File: src/rtl/video_timing_gen.sv
// Free-running video timing generator: HS/VS/DE, pixel and tile cursors, registered outputs.
// Optional block-checkerboard test pattern on data_o when VIDEO_TIMING_GEN_PATTERN_EN is defined.
module video_timing_gen #(
    parameter int H_WIDTH  = 1920,
    parameter int H_START  = 2008,
    parameter int H_SYNC   = 44,
    parameter int H_TOTAL  = 2200,
    parameter int V_HEIGHT = 1080,
    parameter int V_START  = 1084,
    parameter int V_SYNC   = 5,
    parameter int V_TOTAL  = 1125,
    parameter int KH       = 30,
    parameter int KV       = 30,
    parameter int HBLKS    = (H_WIDTH + KH - 1) / KH,
    parameter int VBLKS    = (V_HEIGHT + KV - 1) / KV
) (
    input  logic                         clk_i,
    input  logic                         rst_ni,
    input  logic                         en_i,
    output logic                         busy_o,
    output logic                         hs_o,
    output logic                         vs_o,
    output logic                         de_o,
    output logic [$clog2(H_WIDTH)-1:0]   x_o,
    output logic [$clog2(V_HEIGHT)-1:0]  y_o,
    output logic [$clog2(HBLKS)-1:0]     ht_cur_o,
    output logic [$clog2(VBLKS)-1:0]     vt_cur_o,
    output logic                         sof_o,
    output logic [23:0]                  data_o
);

    // state  | meaning
    // S_IDLE | counters parked at (0,0), all outputs low
    // S_RUN  | counters advance every clock; leaves only at frame wrap with en_i low
    typedef enum logic {S_IDLE, S_RUN} state_t;

    localparam int HCW = $clog2(H_TOTAL);
    localparam int VCW = $clog2(V_TOTAL);
    localparam int XW  = $clog2(H_WIDTH);
    localparam int YW  = $clog2(V_HEIGHT);
    localparam int HTW = $clog2(HBLKS);
    localparam int VTW = $clog2(VBLKS);
    localparam int HBW = (KH > 1) ? $clog2(KH) : 1;
    localparam int VBW = (KV > 1) ? $clog2(KV) : 1;

    localparam logic [HBW-1:0] HB_LAST = HBW'(KH - 1);
    localparam logic [VBW-1:0] VB_LAST = VBW'(KV - 1);
    localparam logic [HTW-1:0] HT_LAST = HTW'(HBLKS - 1);
    localparam logic [VTW-1:0] VT_LAST = VTW'(VBLKS - 1);

    state_t          r_state;
    state_t          w_state_nxt;
    logic [HCW-1:0]  r_hc;
    logic [VCW-1:0]  r_vc;
    logic [HBW-1:0]  r_hb;
    logic [VBW-1:0]  r_vb;
    logic [HTW-1:0]  r_ht;
    logic [VTW-1:0]  r_vt;

    logic            r_hs, r_vs, r_de, r_sof;
    logic [XW-1:0]   r_x;
    logic [YW-1:0]   r_y;
    logic [HTW-1:0]  r_ht_cur;
    logic [VTW-1:0]  r_vt_cur;

    int              w_hc;
    int              w_vc;
    logic            w_run, w_h_last, w_v_last, w_frame_wrap;
    logic            w_h_act, w_v_act, w_de, w_hs, w_vs, w_sof;

    assign w_hc         = int'(r_hc);
    assign w_vc         = int'(r_vc);
    assign w_run        = (r_state == S_RUN);
    assign w_h_last     = (w_hc == H_TOTAL - 1);
    assign w_v_last     = (w_vc == V_TOTAL - 1);
    assign w_frame_wrap = w_h_last && w_v_last;
    assign w_h_act      = (w_hc < H_WIDTH);
    assign w_v_act      = (w_vc < V_HEIGHT);
    assign w_de         = w_h_act && w_v_act;
    assign w_hs         = (w_hc >= H_START) && (w_hc < H_START + H_SYNC);
    assign w_vs         = (w_vc >= V_START) && (w_vc < V_START + V_SYNC);
    assign w_sof        = (w_hc == 0) && (w_vc == 0);

    always_ff @(posedge clk_i) begin
        if (!rst_ni) begin
            r_state <= S_IDLE;
        end else begin
            r_state <= w_state_nxt;
        end
    end

    always_comb begin
        w_state_nxt = r_state;
        case (r_state)
            S_IDLE:  if (en_i) w_state_nxt = S_RUN;
            S_RUN:   if (w_frame_wrap && !en_i) w_state_nxt = S_IDLE;
            default: w_state_nxt = S_IDLE;
        endcase
    end

    // Tile cursor from sub-counters; indices saturate so a partial last tile keeps the last index.
    always_ff @(posedge clk_i) begin
        if (!rst_ni || !w_run) begin
            r_hc <= '0;
            r_vc <= '0;
            r_hb <= '0;
            r_ht <= '0;
            r_vb <= '0;
            r_vt <= '0;
        end else if (w_h_last) begin
            r_hc <= '0;
            r_hb <= '0;
            r_ht <= '0;
            if (w_v_last) begin
                r_vc <= '0;
                r_vb <= '0;
                r_vt <= '0;
            end else begin
                r_vc <= r_vc + VCW'(1);
                if (w_v_act) begin
                    if (r_vb == VB_LAST) begin
                        r_vb <= '0;
                        if (r_vt != VT_LAST) r_vt <= r_vt + VTW'(1);
                    end else begin
                        r_vb <= r_vb + VBW'(1);
                    end
                end
            end
        end else begin
            r_hc <= r_hc + HCW'(1);
            if (w_h_act) begin
                if (r_hb == HB_LAST) begin
                    r_hb <= '0;
                    if (r_ht != HT_LAST) r_ht <= r_ht + HTW'(1);
                end else begin
                    r_hb <= r_hb + HBW'(1);
                end
            end
        end
    end

    always_ff @(posedge clk_i) begin
        if (!rst_ni || !w_run) begin
            r_de     <= 1'b0;
            r_hs     <= 1'b0;
            r_vs     <= 1'b0;
            r_sof    <= 1'b0;
            r_x      <= '0;
            r_y      <= '0;
            r_ht_cur <= '0;
            r_vt_cur <= '0;
        end else begin
            r_de     <= w_de;
            r_hs     <= w_hs;
            r_vs     <= w_vs;
            r_sof    <= w_sof;
            r_ht_cur <= r_ht;
            r_vt_cur <= r_vt;
            if (w_de) begin
                r_x <= r_hc[XW-1:0];
                r_y <= r_vc[YW-1:0];
            end
        end
    end

    assign busy_o   = w_run;
    assign hs_o     = r_hs;
    assign vs_o     = r_vs;
    assign de_o     = r_de;
    assign sof_o    = r_sof;
    assign x_o      = r_x;
    assign y_o      = r_y;
    assign ht_cur_o = r_ht_cur;
    assign vt_cur_o = r_vt_cur;

`ifdef VIDEO_TIMING_GEN_PATTERN_EN
    logic [23:0] r_data;

    always_ff @(posedge clk_i) begin
        if (!rst_ni || !w_run || !w_de) begin
            r_data <= 24'h000000;
        end else begin
            r_data <= (r_ht[0] ^ r_vt[0]) ? 24'hFFFFFF : 24'h000000;
        end
    end

    assign data_o = r_data;
`else
    assign data_o = 24'h000000;
`endif

endmodule

File: config.mk
export PLATFORM = sky130hd
export DESIGN_NAME = video_timing_gen
export DESIGN_NICKNAME = d
export VERILOG_FILES = /design/src/rtl/video_timing_gen.sv
export SDC_FILE = /design/constraint.sdc
export NUM_CORES = 1
export LEC_CHECK = 0
export CAP_MARGIN = 20
export CORE_ASPECT_RATIO = 1.5
export CORE_UTILIZATION = 54
export CTS_BUF_LIST = sky130_fd_sc_hd__clkbuf_8
export DETAILED_ROUTE_END_ITERATION = 10
export PLACE_DENSITY = 0.92
export SETUP_SLACK_MARGIN = 0.4
export SYNTH_ARGS = -nofsm -noshare
export SYNTH_HDL_FRONTEND = slang
export SYNTH_SLANG_ARGS = --single-unit
File: constraint.sdc
create_clock -name clk_i -period 3.05 [get_ports clk_i]
set_clock_uncertainty 0.15 [all_clocks]
set_input_delay 0.4575 -clock clk_i [delete_from_list [all_inputs] [get_ports clk_i]]
set_output_delay 0.4575 -clock clk_i [all_outputs]
set_load 0.1 [all_outputs]
---- Word-level counts from Yosys, hierarchy flattened ----
Index checks and enable logic that the tools add are counted.
storage, ports and cells
  register bits ........................... 84
  bits of input ports ..................... 3
  output and inout port bits .............. 63
cells by class
  add/subtract/negate cells ............... 6
  $lt $le $gt $ge ......................... 6
  equality and inequality tests ........... 6
  multiplexer cells ....................... 12
  bitwise logic cells ..................... 1
  reduce and logical (&&, ||, !) cells .... 19
operators by type and width
  kind                                                   number
  logical NOT 32 bit                                     2
  two-way mux 6 bit                                      4
  < comparator 11 bit, second input constant             2
  two-way mux 5 bit                                      4
  adder 12 x 1 -> 12 bit, second input constant          1
  adder 6 x 1 -> 6 bit, second input constant            2
  equality test 12 bit, second input constant            1
  >= comparator 12 x 11 -> 1 bit, second input constant  1
  < comparator 12 x 11 -> 1 bit, second input constant   1
  < comparator 12 bit, second input constant             1
  inequality test 6 bit, second input constant           2
  adder 11 x 1 -> 11 bit, second input constant          1
  equality test 11 bit, second input constant            1
  >= comparator 11 bit, second input constant            1
  two-way mux 11 bit                                     1
  adder 5 x 1 -> 5 bit, second input constant            2
  equality test 5 bit, second input constant             2
  logical AND 1 bit                                      6
  nonzero test 2 bit                                     3
  AND reduction 4 bit                                    1
  logical NOT 1 bit                                      3
  AND reduction 3 bit                                    1
  two-way mux 1 bit                                      2
  case mux 1 bit (2 select lines)                        1
  other kinds (4)                                        4

---- Logic depth before layout (Yosys ltp) ----
Gate-level depths: netlist of the first run.
  depth in word-level cells ............... 5
  mapped depth ............................ 8

---- Least setup slack after synthesis of the first run ----
No wires, ideal clock.
  path kind ............................... register to register
  start ................................... reg r_hc[3]
  end ..................................... reg r_vt[2]
  arrival ................................. 1.990 ns
  required time ........................... 2.829 ns
  path slack .............................. 0.840 ns
  stages on the path, launching flop included .. 7
  path buffers ............................ 1
  cell sequence ........................... dfxtp_1 -> buf_6 -> or4_4 -> or4_4 -> nor2_1 -> nand4b_1 -> a21oi_1
on the way
  longest elaborated chain between the ends .. 2
RTL lines
  element                        line  text
  start: declaration             53    logic [HCW-1:0] r_hc;
  start signal: assignment       130   r_hc <= r_hc + HCW'(1);
  equality test 12 bit           74    assign w_h_last = (w_hc == H_TOTAL - 1);
  AND reduction 4 bit (no line)  n/a
  end signal: assignment         123   if (r_vt != VT_LAST) r_vt <= r_vt + VTW'(1);
  end: declaration               58    logic [VTW-1:0] r_vt;
Every way passes these cells.
A chain may end at the register's enable or synchronous reset.

---- Final worst setup path of the first run ----
Same ends and word-level chain as after synthesis.

==> summary.txt, run 1 <==
STA
  • RSZ-0062 raised after global routing: false
  • Period utilization: 82.9%
  • Final hold violation count: 0
  • Final worst slack: 0.522 ns
  • Max Freq: 396 MHz
  • Setup TNS: 0 ns
  • Final Slew Violations: 0
  • Worst slew pin tran: 0.758 ns
  • Final setup fails: 0
  • Relative slew slack: 49.3%
  • Tmin final: 2.53 ns

CTS
  • CTS sink count: 84
  • TritonCTS clock tree: yes
  • Cts hold-fix bufs: 0
  • Max clock buf depth: 2
  • Post-CTS setup repair buffer count: 0
  • Num CTS Buffers: 9
  • H-tree levels: 3
  • Clk slew on worst S/H paths: 0.09 ns
  • Worst-Skew Late Latency: 0.36 ns
  • Post_cts resized: 0
  • CTS root buf: clkbuf_8

Yosys
  • Asr flop ratio synth: 0%
  • Count leader, synth: dfxtp_1
  • Mapped Area: 0.00371 sq mm
  • Top cell type's share of synthesized area: 45.4%
  • Netlist cell types: 45
  • Synth Instances: 436
  • Area leader, netlist: dfxtp_1
  • Most frequent cells after synthesis: dfxtp_1 (84), nand2_1 (68), nor2_1 (45), a21oi_1 (38), buf_4 (24)
  • Register area share after synthesis: 45.4%
  • Synth area leaders: dfxtp_1 (45%), nand2_1 (6.9%), a21oi_1 (5.1%), buf_4 (4.9%), nor2_1 (4.6%)
  • Post-Syn Area per Cell: 8.50 sq um
  • Main synth FF type: dfxtp_1
  • Post-synth EDFFs: 0
  • Syn. warnings: 0
  • Synth Register Bits: 84

Placement
  • Placed wire-length estimate: 5340 um
  • Place WS: 0.590 ns
  • # port buffers: 41
  • Routability cong.: 0.856

Finish
  • Fillcell total: 533
  • Antenna cells: 0
  • Nets@finish: 483
  • P&R area growth vs syn: 11.7%
  • Share of cells above drive strength 1: 14.3%

Worst hold path
  • Hold crit path type: register to register
  • WHS Path Cells: 2
  • Hold EP: y_o[6]
  • Hold Startpoint: y_o[6]

Routing
  • Wire length per cell: 13.9 um
  • Routed WL: 7680 um
  • DRC violations left: 0
  • Vias: 3092
  • First-pass iteration count of the detailed router: 6
  • First DRT Iteration DRCs: 226
  • Drt via density: 5.61
  • Post-detailed-route count of antenna-violating nets: 0

Critical path
  • Reg2reg start: r_hc[3]
  • WS Path Type: register to register
  • Crit start category: register
  • Worst Reg-to-Reg Cells: 5
  • Crit path required time: 3.19 ns
  • Crit path DAT: 2.67 ns
  • Crit Reg-Reg Endpoint: r_vt[2]
  • R2R Setup Slk: 0.52 ns
  • CP Max Fanout: 12
  • Critical Path End Type: register

Global routing
  • GR Util met1: 22.9%
  • Met2 GRT Util: 40.0%
  • GR Overflow Total: 0
  • First-pass GRT wire length: 12400 um
  • Gr usage total: 21.8%
  • Met3 Usage GRT: 4.26%
  • Largest net degree at the start of global routing: 32
  • Gr busiest metal: met2
  • Vias in the first global route: 2837
  • Initial antenna violation count: 0

Floorplan
  • Vert. Die Dim: 103 um
  • Cell row count: 36
  • Core Region: 0.00658 sq mm
  • Die ar.: 0.00721 sq mm
  • Initial Utilization: 56.4%
  • Die Span X: 69.7 um
  • IO Pins: 66

Power
  • Pwr per Cell Area: 488 mW/mm^2
  • Leak: 1.62 nW
  • Maximum VDD drop: 0.329 mV

Job
  • Max-Cap Viols: 0

Outcome
  • Outcome: complete, no violations
## power by group
group	internal (mW)	switching [mW]	total, mW	leakage (nW)
Combinational	0.0159	0.186	0.201	0.850
Sequential	1.10	0.00819	1.11	0.678
Clock	0.299	0.409	0.708	0.0896
Total	1.42	0.603	2.02	1.62
## cells by family after synthesis
logic type	count (synthesis)	synth area share [%]
adders and majority gates	10	3.37
buffers and inverters	53	8.17
DFF	84	45.4
AOI/OAI and AO/OA	64	9.99
muxes	3	0.810
xor gates and xnor gates	25	5.91
and+or+nand+nor	196	26.3
other	1	0.101
## worst max-delay path by stage
stage,start,endpoint,cells past startpoint
after floorplan,r_hc[3],r_vt[2],6
after global placement,rst_ni,r_ht[2],4
after detailed placement,r_hc[3],r_vt[0],5
after CTS,r_hc[3],r_vt[0],5
after global routing,r_hc[3],r_vt[4],5
final,r_hc[3],r_vt[2],5
## layout make-up
cell class                      count  area, sq um  area share, %
Clock inverter                      7         52.6           1.27
Multi-Input combinational cell    322         1810           43.7
Timing Repair Buffer               47          358           8.64
Sequential cell                    84         1680           40.6
Clock buffer                        9          124           2.99
Tap cell                           76         95.1           2.30
Inverter                            6         22.5          0.544
## critical path: stages, from the launching register on
cell      delay [ns]
dfxtp_1         0.39
or4_4           0.58
or4_4           0.62
nor2_1          0.38
nand4b_1        0.18
a21oi_1         0.16
## cells in the final DEF, fill, tap and decap left out, types with 3 or more instances in the layout
cell type,count
ha_1,10
nor4_1,3
nor3_1,5
xor2_1,16
dfxtp_1,84
mux2i_1,3
buf_4,45
and2_1,3
nand3_1,17
and4_1,6
nand4_1,13
xnor2_1,9
nand2_1,68
inv_1,6
clkbuf_8,9
o21ai_0,11
a21oi_1,38
conb_1,24
clkinv_4,3
or3_1,4
and3_1,17
nor2_1,45
## stage by stage
step | power (mW) | instance area [sq um] | util [%] | instances | hold WS, ns
after global routing | 2.08 | 4140 | 63.0 | 551 | 0.335
after detailed placement | 1.34 | 3970 | 60.3 | 535 | 0.300
after CTS | 2.03 | 4140 | 63.0 | 551 | 0.312
after floorplan | 1.34 | 3790 | - | 459 | 0.291
after global placement | 1.33 | 3970 | 60.3 | 535 | 0.296
final | 2.02 | 4140 | 63.0 | 551 | 0.310
## metal layers
metal	share of wire, %	routed length [um]
met2	54	4170
met1	39	2970
met3	4.1	313
met5	0	0
met4	2.8	218
## flip-flops by register name, indices dropped and copies added, names as in the netlist
signal    flops
ht_cur_o      6
r_vt          6
r_ht          6
r_vb          5
r_hc         12
busy_o        1
vs_o          1
vt_cur_o      6
y_o          11
r_hb          5
hs_o          1
de_o          1
r_vc         11
x_o          11
sof_o         1
No activity file was read; power rests on OpenSTA's default activity.
==> inputs of run 2 (changes only) <==
Clock period 3.05 ns to 2.4 ns, I/O delays scaled along.
==> run 2 against run 1 <==
  * Combinational power increased by 35%
  * Wire length up 56%
  * Largest power group unchanged
  * Cell count increased by 7.3%
  * Largest cell class unchanged
  * Critical path type unchanged
==> summary.txt, run 2 (same netlist as run 1, synthesis figures left out) <==
Outcome
  • Outcome: complete, no violations

Global routing
  • GR Overflow Total: 0 (unchanged)
  • First-pass GRT wire length: 14900 um (+20%)
  • Initial antenna violation count: 0 (unchanged)
  • Vias in the first global route: 3191 (+12%)
  • Gr usage total: 26.2% (+4.4 points)
  • Largest net degree at the start of global routing: 25 (-22%)

STA
  • Relative slew slack: 55.0% (+5.7 points)
  • Setup TNS: 0 ns (unchanged)
  • RSZ-0062 raised after global routing: true
  • Worst slew pin tran: 0.675 ns (-0.0836 ns)
  • Final Slew Violations: 0 (unchanged)
  • Tmin final: 2.29 ns (-0.238 ns)
  • Max Freq: 437 MHz (+10%)
  • Period utilization: 95.4% (+13 points)
  • Final setup fails: 0 (unchanged)
  • Final hold violation count: 0 (unchanged)
  • Worst Hold Slack: 0.317 ns (+0.00710 ns)

CTS
  • CTS sink count: 84 (unchanged)
  • Worst-Skew Late Latency: 0.37 ns (about the same)
  • CTS root buf: clkbuf_8
  • TritonCTS clock tree: yes
  • Max clock buf depth: 2 (unchanged)
  • H-tree levels: 3 (unchanged)
  • Clk slew on worst S/H paths: 0.09 ns (about the same)
  • Num CTS Buffers: 9 (unchanged)

Worst hold path
  • Hold crit path type: register to register
  • Hold EP: y_o[8]
  • Hold Startpoint: y_o[8]
  • WHS Path Cells: 2 (unchanged)

Floorplan
  • Cell row count: 36 (unchanged)
  • Vert. Die Dim: 103 um (unchanged)
  • Die Span X: 69.7 um (unchanged)
  • Die ar.: 0.00721 sq mm (unchanged)
  • Initial Utilization: 56.4% (unchanged)
  • IO Pins: 66 (unchanged)
  • Core Region: 0.00658 sq mm (unchanged)

Finish
  • Layout Utilization: 74.1% (+11 points)
  • Reg with most FFs: r_hc
  • Share of cells above drive strength 1: 31.1% (+17 points)
  • Nets@finish: 523 (+8.3%)
  • Most frequent cells in the layout: dfxtp_1 (74), buf_4 (66), nand2_1 (51), nor2_1 (44), a21oi_1 (29)
  • Max reg flops: 12 (unchanged)
  • Post-route insts no fill: 591 (+7.3%)
  • P&R area growth vs syn: 31.4%
  • Commonest non-fill, non-tap cell in the layout: dfxtp_1
  • Antenna cells: 0 (unchanged)
  • Finished Cell Area: 0.00487 sq mm (+18%)
  • Fillcell total: 386 (-28%)

Critical path
  • Crit start category: register
  • Slowest CP cell: or4_4
  • CP Max Fanout: 6 (-6)
  • Crit Reg-Reg Endpoint: r_vt[2]
  • Reg2reg start: r_hc[0]
  • WS Path Type: register to register
  • Critical Path End Type: register
  • Crit path DAT: 2.44 ns (-0.23 ns)
  • R2R Setup Slk: 0.11 ns (-0.41 ns)
  • Crit path required time: 2.55 ns (-0.64 ns)
  • Worst Reg-to-Reg Cells: 6 (+1)
  • CP max stage delay: 0.60 ns (-0.02 ns)
  • Crit path cell chain: ha_1 > nand3_2 > or4_4 > nor2_4 > nand4b_1 > a21oi_2

Power
  • Maximum VDD drop: 0.442 mV (+34%)
  • Leak: 1.94 nW (+20%)
  • Pwr per Cell Area: 553 mW/mm^2 (+13%)

Routing
  • First-pass iteration count of the detailed router: 5 (-1)
  • Vias: 3762 (+22%)
  • Drt via density: 6.37 (+13%)
  • Routed WL: 12000 um (+56%)
  • Post-detailed-route count of antenna-violating nets: 0 (unchanged)
  • DRC violations left: 0 (unchanged)
  • First DRT Iteration DRCs: 478 (+110%)
  • Wire length per cell: 20.2 um (+45%)

Job
  • Max-Cap Viols: 0 (unchanged)

Placement
  • # port buffers: 41 (unchanged)
  • Routability cong.: 0.854 (-0.29%)
  • Post-Place Cell Area: 0.00406 sq mm (+2.4%)
  • Dpl cells: 544 (+1.7%)
  • Placed wire-length estimate: 5700 um (+6.6%)
==> run 2: cell types whose count changed in the layout (fill, tap and decap cells not counted), moves of 4 or more <==
cell	before	now
buf_4	45	66
nand2_1	68	51
buf_6	0	10
dfxtp_1	84	74
a21oi_1	38	29
a21oi_2	0	9
nand2_2	0	9
nand2_4	0	7
dfxtp_2	0	6
o21ai_0	11	5
clkbuf_16	0	4
dfxtp_4	0	4
o21ai_2	0	4
==> run 2: worst max-delay path by stage <==
stage,start,to,slack (ns)
after floorplan,r_hc[10],r_vt[0],0.28
after global placement,r_hc[10],r_vt[4],0.15
after detailed placement,r_hc[10],r_vt[2],0.06
after CTS,r_hc[10],r_vt[5],0.27
after global routing,r_hc[0],r_vc[6],0.04
final,r_hc[0],r_vt[2],0.11
==> run 2: repair_timing <==
| action | 4_1_cts | 5_1_grt |
|---|---|---|
| hold buffers | 0 | 0 |
| buffers inserted | 10 | 12 |
| pin swaps | 11 | 15 |
| cloned | 2 | 7 |
| endpoints found under the setup margin | 61 | 67 |
| gates resized for setup | 33 | 59 |
==> run 2: cell type report <==
type                    instances  area, sq um  area share [%]
well taps                      76         95.1            1.95
inverters                       6         22.5           0.462
clock buffers                   9          124            2.54
multi-input cells             324         2070            42.6
flip-flops and latches         84         1700            35.0
repair buffers                 85          783            16.1
clock inverters                 7         68.8            1.41
==> run 2: layer usage <==
metal | vias up | GRT usage, % | wire length, um
li1 | 1604 | - | -
met1 | 1754 | 27.3 | 4140
met2 | 315 | 47.6 | 6080
met3 | 89 | 5.91 | 1100
met4 | 0 | 17.5 | 648
met5 | - | 0 | 0
==> run 2: per-stage QoR <==
| step | total power [mW] | worst slack, ns |
|---|---|---|
| after floorplan | 1.71 | 0.282 |
| after global placement | 1.70 | 0.146 |
| after detailed placement | 1.70 | 0.0614 |
| after CTS | 2.67 | 0.269 |
| after global routing | 2.76 | 0.0429 |
| final | 2.69 | 0.110 |
==> run 2: critical path: cells and delay by family, from the launching register on <==
| family | cells | cell delay [ns] |
|---|---|---|
| AOI/OAI and AO/OA | 1 | 0.21 |
| adders and majority gates | 1 | 0.25 |
| DFF | 1 | 0.43 |
| and+or+nand+nor | 4 | 1.18 |
==> run 2: power by group <==
| part | internal, mW | leakage [nW] | switching [mW] |
|---|---|---|---|
| clock | 0.477 | 0.100 | 0.537 |
| combinational | 0.0251 | 1.16 | 0.247 |
| sequential | 1.40 | 0.684 | 0.0129 |
| total | 1.90 | 1.94 | 0.797 |
